**config.mk**
```make
export PLATFORM = sky130hd
export DESIGN_NAME = universal_shift_reg_seq
export DESIGN_NICKNAME = d
export VERILOG_FILES = /design/src/rtl/universal_shift_reg_seq.sv
export SDC_FILE = /design/constraint.sdc
export NUM_CORES = 1
export LEC_CHECK = 0
export BUFFER_PORTS_ARGS = -buffer_cell sky130_fd_sc_hd__buf_2
export CAP_MARGIN = 20
export CORE_MARGIN = 2
export CORE_UTILIZATION = 49
export CTS_BUF_LIST = sky130_fd_sc_hd__clkbuf_8 sky130_fd_sc_hd__clkbuf_16
export DETAILED_ROUTE_END_ITERATION = 10
export GPL_TIMING_DRIVEN = 0
export PLACE_DENSITY = 0.78
export SLEW_MARGIN = 25
export SYNTH_ARGS = -nofsm -noshare
export SYNTH_HDL_FRONTEND = slang
export SYNTH_SLANG_ARGS = --single-unit
```
**constraint.sdc**
```tcl
create_clock -name clk -period 1.46 [get_ports clk]
set_clock_uncertainty 0.05 [all_clocks]
set_input_delay 0.219 -clock clk [delete_from_list [all_inputs] [get_ports clk]]
set_output_delay 0.219 -clock clk [all_outputs]
set_load 0.01 [all_outputs]
```
**src/rtl/universal_shift_reg_seq.sv**
```systemverilog
// Universal shift register: hold / parallel load / multi-bit left or right shift, one bit per clock.
// Optional feature macro: ROTATE_EN adds the rot port (rotate instead of serial fill).
module universal_shift_reg_seq #(
    parameter int                 WIDTH     = 8,
    parameter int                 CNT_W     = 4,
    parameter logic [WIDTH-1:0]   RESET_VAL = '0
) (
    input  logic              clk,
    input  logic              reset,
    input  logic              start,
    input  logic [1:0]        mode,
    input  logic [CNT_W-1:0]  count,
    input  logic [WIDTH-1:0]  par_in,
    input  logic              in_l,
    input  logic              in_r,
    input  logic              abort,
`ifdef ROTATE_EN
    input  logic              rot,
`endif
    output logic [WIDTH-1:0]  out,
    output logic              so_bit,
    output logic              busy,
    output logic              done
);

    typedef enum logic {
        IDLE  = 1'b0,
        SHIFT = 1'b1
    } state_t;

    localparam logic [1:0] MODE_HOLD  = 2'b00;
    localparam logic [1:0] MODE_LEFT  = 2'b01;
    localparam logic [1:0] MODE_RIGHT = 2'b10;
    localparam logic [1:0] MODE_LOAD  = 2'b11;

    state_t             state_q, state_d;
    logic [WIDTH-1:0]   out_q, out_d;
    logic               so_q, so_d;
    logic               done_q, done_d;
    logic [CNT_W-1:0]   rem_q, rem_d;
    logic               left_q, left_d;
    logic               rot_q, rot_d;
    logic               rot_cmd;
    logic               fill_bit;

`ifdef ROTATE_EN
    assign rot_cmd = rot;
`else
    assign rot_cmd = 1'b0;
`endif

    // Bit entering the vacated end: the dropped bit when rotating, else live serial input.
    always_comb begin
        fill_bit = 1'b0;
        if (left_q) begin
            fill_bit = rot_q ? out_q[WIDTH-1] : in_l;
        end else begin
            fill_bit = rot_q ? out_q[0] : in_r;
        end
    end

    always_comb begin
        state_d = state_q;
        out_d   = out_q;
        so_d    = so_q;
        done_d  = 1'b0;
        rem_d   = rem_q;
        left_d  = left_q;
        rot_d   = rot_q;
        case (state_q)
            IDLE: begin
                if (start) begin
                    case (mode)
                        MODE_LOAD: begin
                            out_d  = par_in;
                            done_d = 1'b1;
                        end
                        MODE_LEFT, MODE_RIGHT: begin
                            if (count == '0) begin
                                done_d = 1'b1;
                            end else begin
                                state_d = SHIFT;
                                rem_d   = count;
                                left_d  = (mode == MODE_LEFT);
                                rot_d   = rot_cmd;
                            end
                        end
                        MODE_HOLD: done_d = 1'b1;
                        default:   done_d = 1'b1;
                    endcase
                end
            end
            SHIFT: begin
                if (abort) begin
                    state_d = IDLE;
                    rem_d   = '0;
                end else begin
                    if (left_q) begin
                        out_d = {out_q[WIDTH-2:0], fill_bit};
                        so_d  = out_q[WIDTH-1];
                    end else begin
                        out_d = {fill_bit, out_q[WIDTH-1:1]};
                        so_d  = out_q[0];
                    end
                    rem_d = rem_q - CNT_W'(1);
                    if (rem_q == CNT_W'(1)) begin
                        state_d = IDLE;
                        done_d  = 1'b1;
                    end
                end
            end
            default: state_d = IDLE;
        endcase
    end

    always_ff @(posedge clk or negedge reset) begin
        if (!reset) begin
            state_q <= IDLE;
            out_q   <= RESET_VAL;
            so_q    <= 1'b0;
            done_q  <= 1'b0;
            rem_q   <= '0;
            left_q  <= 1'b0;
            rot_q   <= 1'b0;
        end else begin
            state_q <= state_d;
            out_q   <= out_d;
            so_q    <= so_d;
            done_q  <= done_d;
            rem_q   <= rem_d;
            left_q  <= left_d;
            rot_q   <= rot_d;
        end
    end

    assign out    = out_q;
    assign so_bit = so_q;
    assign busy   = (state_q == SHIFT);
    assign done   = done_q;

endmodule

```
==> impl_metrics.csv <==
group,metric,value,unit
placement,dp_hpwl,1.69,mm
power_and_ir_drop,seq_power_share,41.1,%
min_path,hold_depth,3,
min_path,hp-class,"primary input to register",
cts,clkTransAtPathRegs,60,ps
timing,maxSlewHeadroom,74.8,%
power_and_ir_drop,p_total,2.03,mW
run,drv_cap,0,
power_and_ir_drop,p_int,1.26,mW
worst_setup_path,worstSetupEndpointType,"register",
route,detail_route.first_pass.iterations,3,
power_and_ir_drop,power_frac_clock,16.2,%
power_and_ir_drop,p_leak,0.570,nW
timing,rsz0062_at_grt,"no",
synth,synth_cells,95,
cts,cts_sinks,16,
worst_setup_path,required,1540,ps
placement,gp_congestion,0.771,
die,row_count,16,
timing,period_minus_slack,1380,ps
grt,grt_max_degree,17,
cts,cts_buffers,3,
power_and_ir_drop,comb_power_share,42.6,%
cts,cts.path.max_buffers,2,
die,dieArea,2350,um^2
route,viasPerCell,5.38,
worst_setup_path,critical_path_arrival,1460,ps
synth,synth.yosys.seq_area_share,41.2,%
layout,synthToLayoutAreaGrowth,25.0,%
route,routed_wl,2.22,mm
timing,setup_violations,0,
power_and_ir_drop,ir_drop,1.33,mV
cts,clock-root-buffer,"clkbuf_8",
timing,holdWs,213,ps
synth,synth_seq_cells,16,
synth,netlist_area,971,um^2
die,die_w,48.5,um
synth,synth_fp_nets,119,
cts,htreeDepth,1,
timing,worst_pin_slew,375,ps
die,die_y,48.5,um
layout,final_cells,156,
route,drc,0,
cts,cts_tree,"done",
grt,grt_pass1_vias,851,
timing,period_share,94.2,%
layout,n_antenna_cell,0,
synth,ys_warn_count,0,
grt,grt_usage,20.6,%
timing,maxSlewViolCount,0,
layout,fin_nets,155,
grt,gr-total-overflow,0,
cts,clk_latency,250,ps
synth,synth.distinct_cells,27,
placement,port_buffers,30,
route,dr.first_iter.drc_count,6,
layout,fill_cells,178,
die,start_util,50.5,%
worst_setup_path,crit_path_start_kind,"register",
die,io_pins,31,
layout,fin_area,1210,um^2
layout,drive_above_1_share,39.5,%
route,via_count,840,
timing,hold_viol,0,
status,outcome,"complete, no violations",
worst_setup_path,r2r_cells,5,
worst_setup_path,cp_max_fo,10,
power_and_ir_drop,pwr_density_cell,1670,nW/um^2
grt,antenna_found_initial,0,
die,core-area,1920,um^2
grt,grt_pass1_wl,3.80,mm
route,wl_per_cell,14.2,um
route,ant_nets,0,
timing,fmax,0.727,GHz
synth,avgSynthCellArea,10.2,um^2
power_and_ir_drop,sw_frac_of_total,38.1,%
worst_setup_path,critical_path_class,"register to register",
power_and_ir_drop,p_switching,0.772,mW
placement,dp_cells,152,
placement,postPlaceCellArea,1150,um^2
## repair_timing
item	in CTS	in global routing
hold buffers	1	0
hold endpoints to repair	16	0
endpoints found under the setup margin	2	8
cloned	0	0
setup buffers	0	0
resized for setup	1	1
## worst max-delay path, stage by stage, from the launching register on
cell	delay, ps
dfrtp_1	390
buf_4	180
buf_2	190
nor2_1	120
a21oi_1	50
mux2_2	270
## per-stage QoR
stage	utilization [%]	TNS, ps	setup WS, ps
2_1_floorplan	-	0	105
6_report	63.2	0	84.0
4_1_cts	63.0	0	35.8
3_5_place_dp	60.1	-112	-112
5_1_grt	63.2	0	11.7
3_3_place_gp	60.1	-82.9	-82.9
## final timing paths
path	startpoint	to	slack, ps
setup / recovery	busy$_DFF_PN0_	out[0]$_DFFE_PN0P_	80
hold / removal	abort	rem_q[1]$_DFFE_PN0P_	210
setup reg to reg	busy$_DFF_PN0_	out[0]$_DFFE_PN0P_	80
hold reg to reg	so_bit$_DFFE_PN0P_	so_bit$_DFFE_PN0P_	430
max in group asynchronous	reset	out[2]$_DFFE_PN0P_	720
min in group asynchronous	reset	out[7]$_DFFE_PN0P_	370
## synth_stat cells
master    count  area share, %
nor2_1        9            3.5
buf_2         3            1.5
nand2b_1      2            1.3
ha_1          4            5.2
o21a_1        1           0.77
a31o_2        1           0.90
xor2_1        1           0.90
o22ai_1       1           0.64
o21ai_0       7            3.6
mux2_2        8            9.3
nand2_2       1           0.64
mux2_4        1            1.5
nor2b_1       2            1.3
o31a_1        1           0.90
a21boi_0      1           0.77
o211ai_1      1           0.77
a21oi_1      13            6.7
mux2i_1       9            9.3
dfrtp_1      16             41
nand2_1       2           0.77
nor3_2        1            1.0
a22oi_1       1           0.77
buf_4         1           0.77
nor4_1        1           0.64
nor4_4        1            2.2
nand3b_1      2            1.5
inv_1         4            1.5
## placed cells by master (no fill, tap or decap), types with 2 or more instances in the layout
| cell type | synthesis | final |
|---|---|---|
| buf_2 | 3 | 33 |
| dfrtp_1 | 16 | 16 |
| a21oi_1 | 13 | 13 |
| nor2_1 | 9 | 9 |
| mux2i_1 | 9 | 9 |
| mux2_2 | 8 | 8 |
| o21ai_0 | 7 | 7 |
| inv_1 | 4 | 4 |
| ha_1 | 4 | 4 |
| clkbuf_8 | 0 | 3 |
| nand2_1 | 2 | 2 |
| nor2b_1 | 2 | 2 |
| nand3b_1 | 2 | 2 |
## state kept, by name, indices dropped and copies added (netlist names)
name    count
done        1
rem_q       4
left_q      1
busy        1
so_bit      1
out         8
## routing by layer
layer	GRT usage (%)	vias up	part of all wire, %
li1	-	413	-
met1	25.4	408	42
met2	36.3	17	53
met3	4.94	2	3.8
met4	5.24	0	0.36
met5	0	-	0
## layout make-up
type	count	area, um^2	share of cell area (%)
flip-flops and latches	16	400	33.0
well taps	27	33.8	2.78
repair buffers	31	160	13.2
multi-input cells	71	541	44.5
plain buffers	4	22.5	1.86
clock buffers	3	41.3	3.40
inverters	4	15.0	1.24
## power by group through the flow
stage	Clock [mW]	Sequential, mW	Combinational (mW)
after CTS	0.332	0.828	0.869
after floorplan	0	0.854	0.524
after global routing	0.357	0.858	0.958
after detailed placement	0	0.836	0.861
after global placement	0	0.814	0.825
final	0.329	0.833	0.865
## cell families after synthesis
| logic type | count (synthesis) | share of synthesized area (%) |
|---|---|---|
| AND/OR/NAND/NOR | 21 | 12.9 |
| multiplexers | 18 | 20.1 |
| buffers and inverters | 8 | 3.87 |
| AO/OA/AOI/OAI | 27 | 15.9 |
| adder cells (fa/ha/maj) | 4 | 5.15 |
| XOR/XNOR | 1 | 0.902 |
| flip-flops | 16 | 41.2 |
No activity file was read; power rests on OpenSTA's default activity.
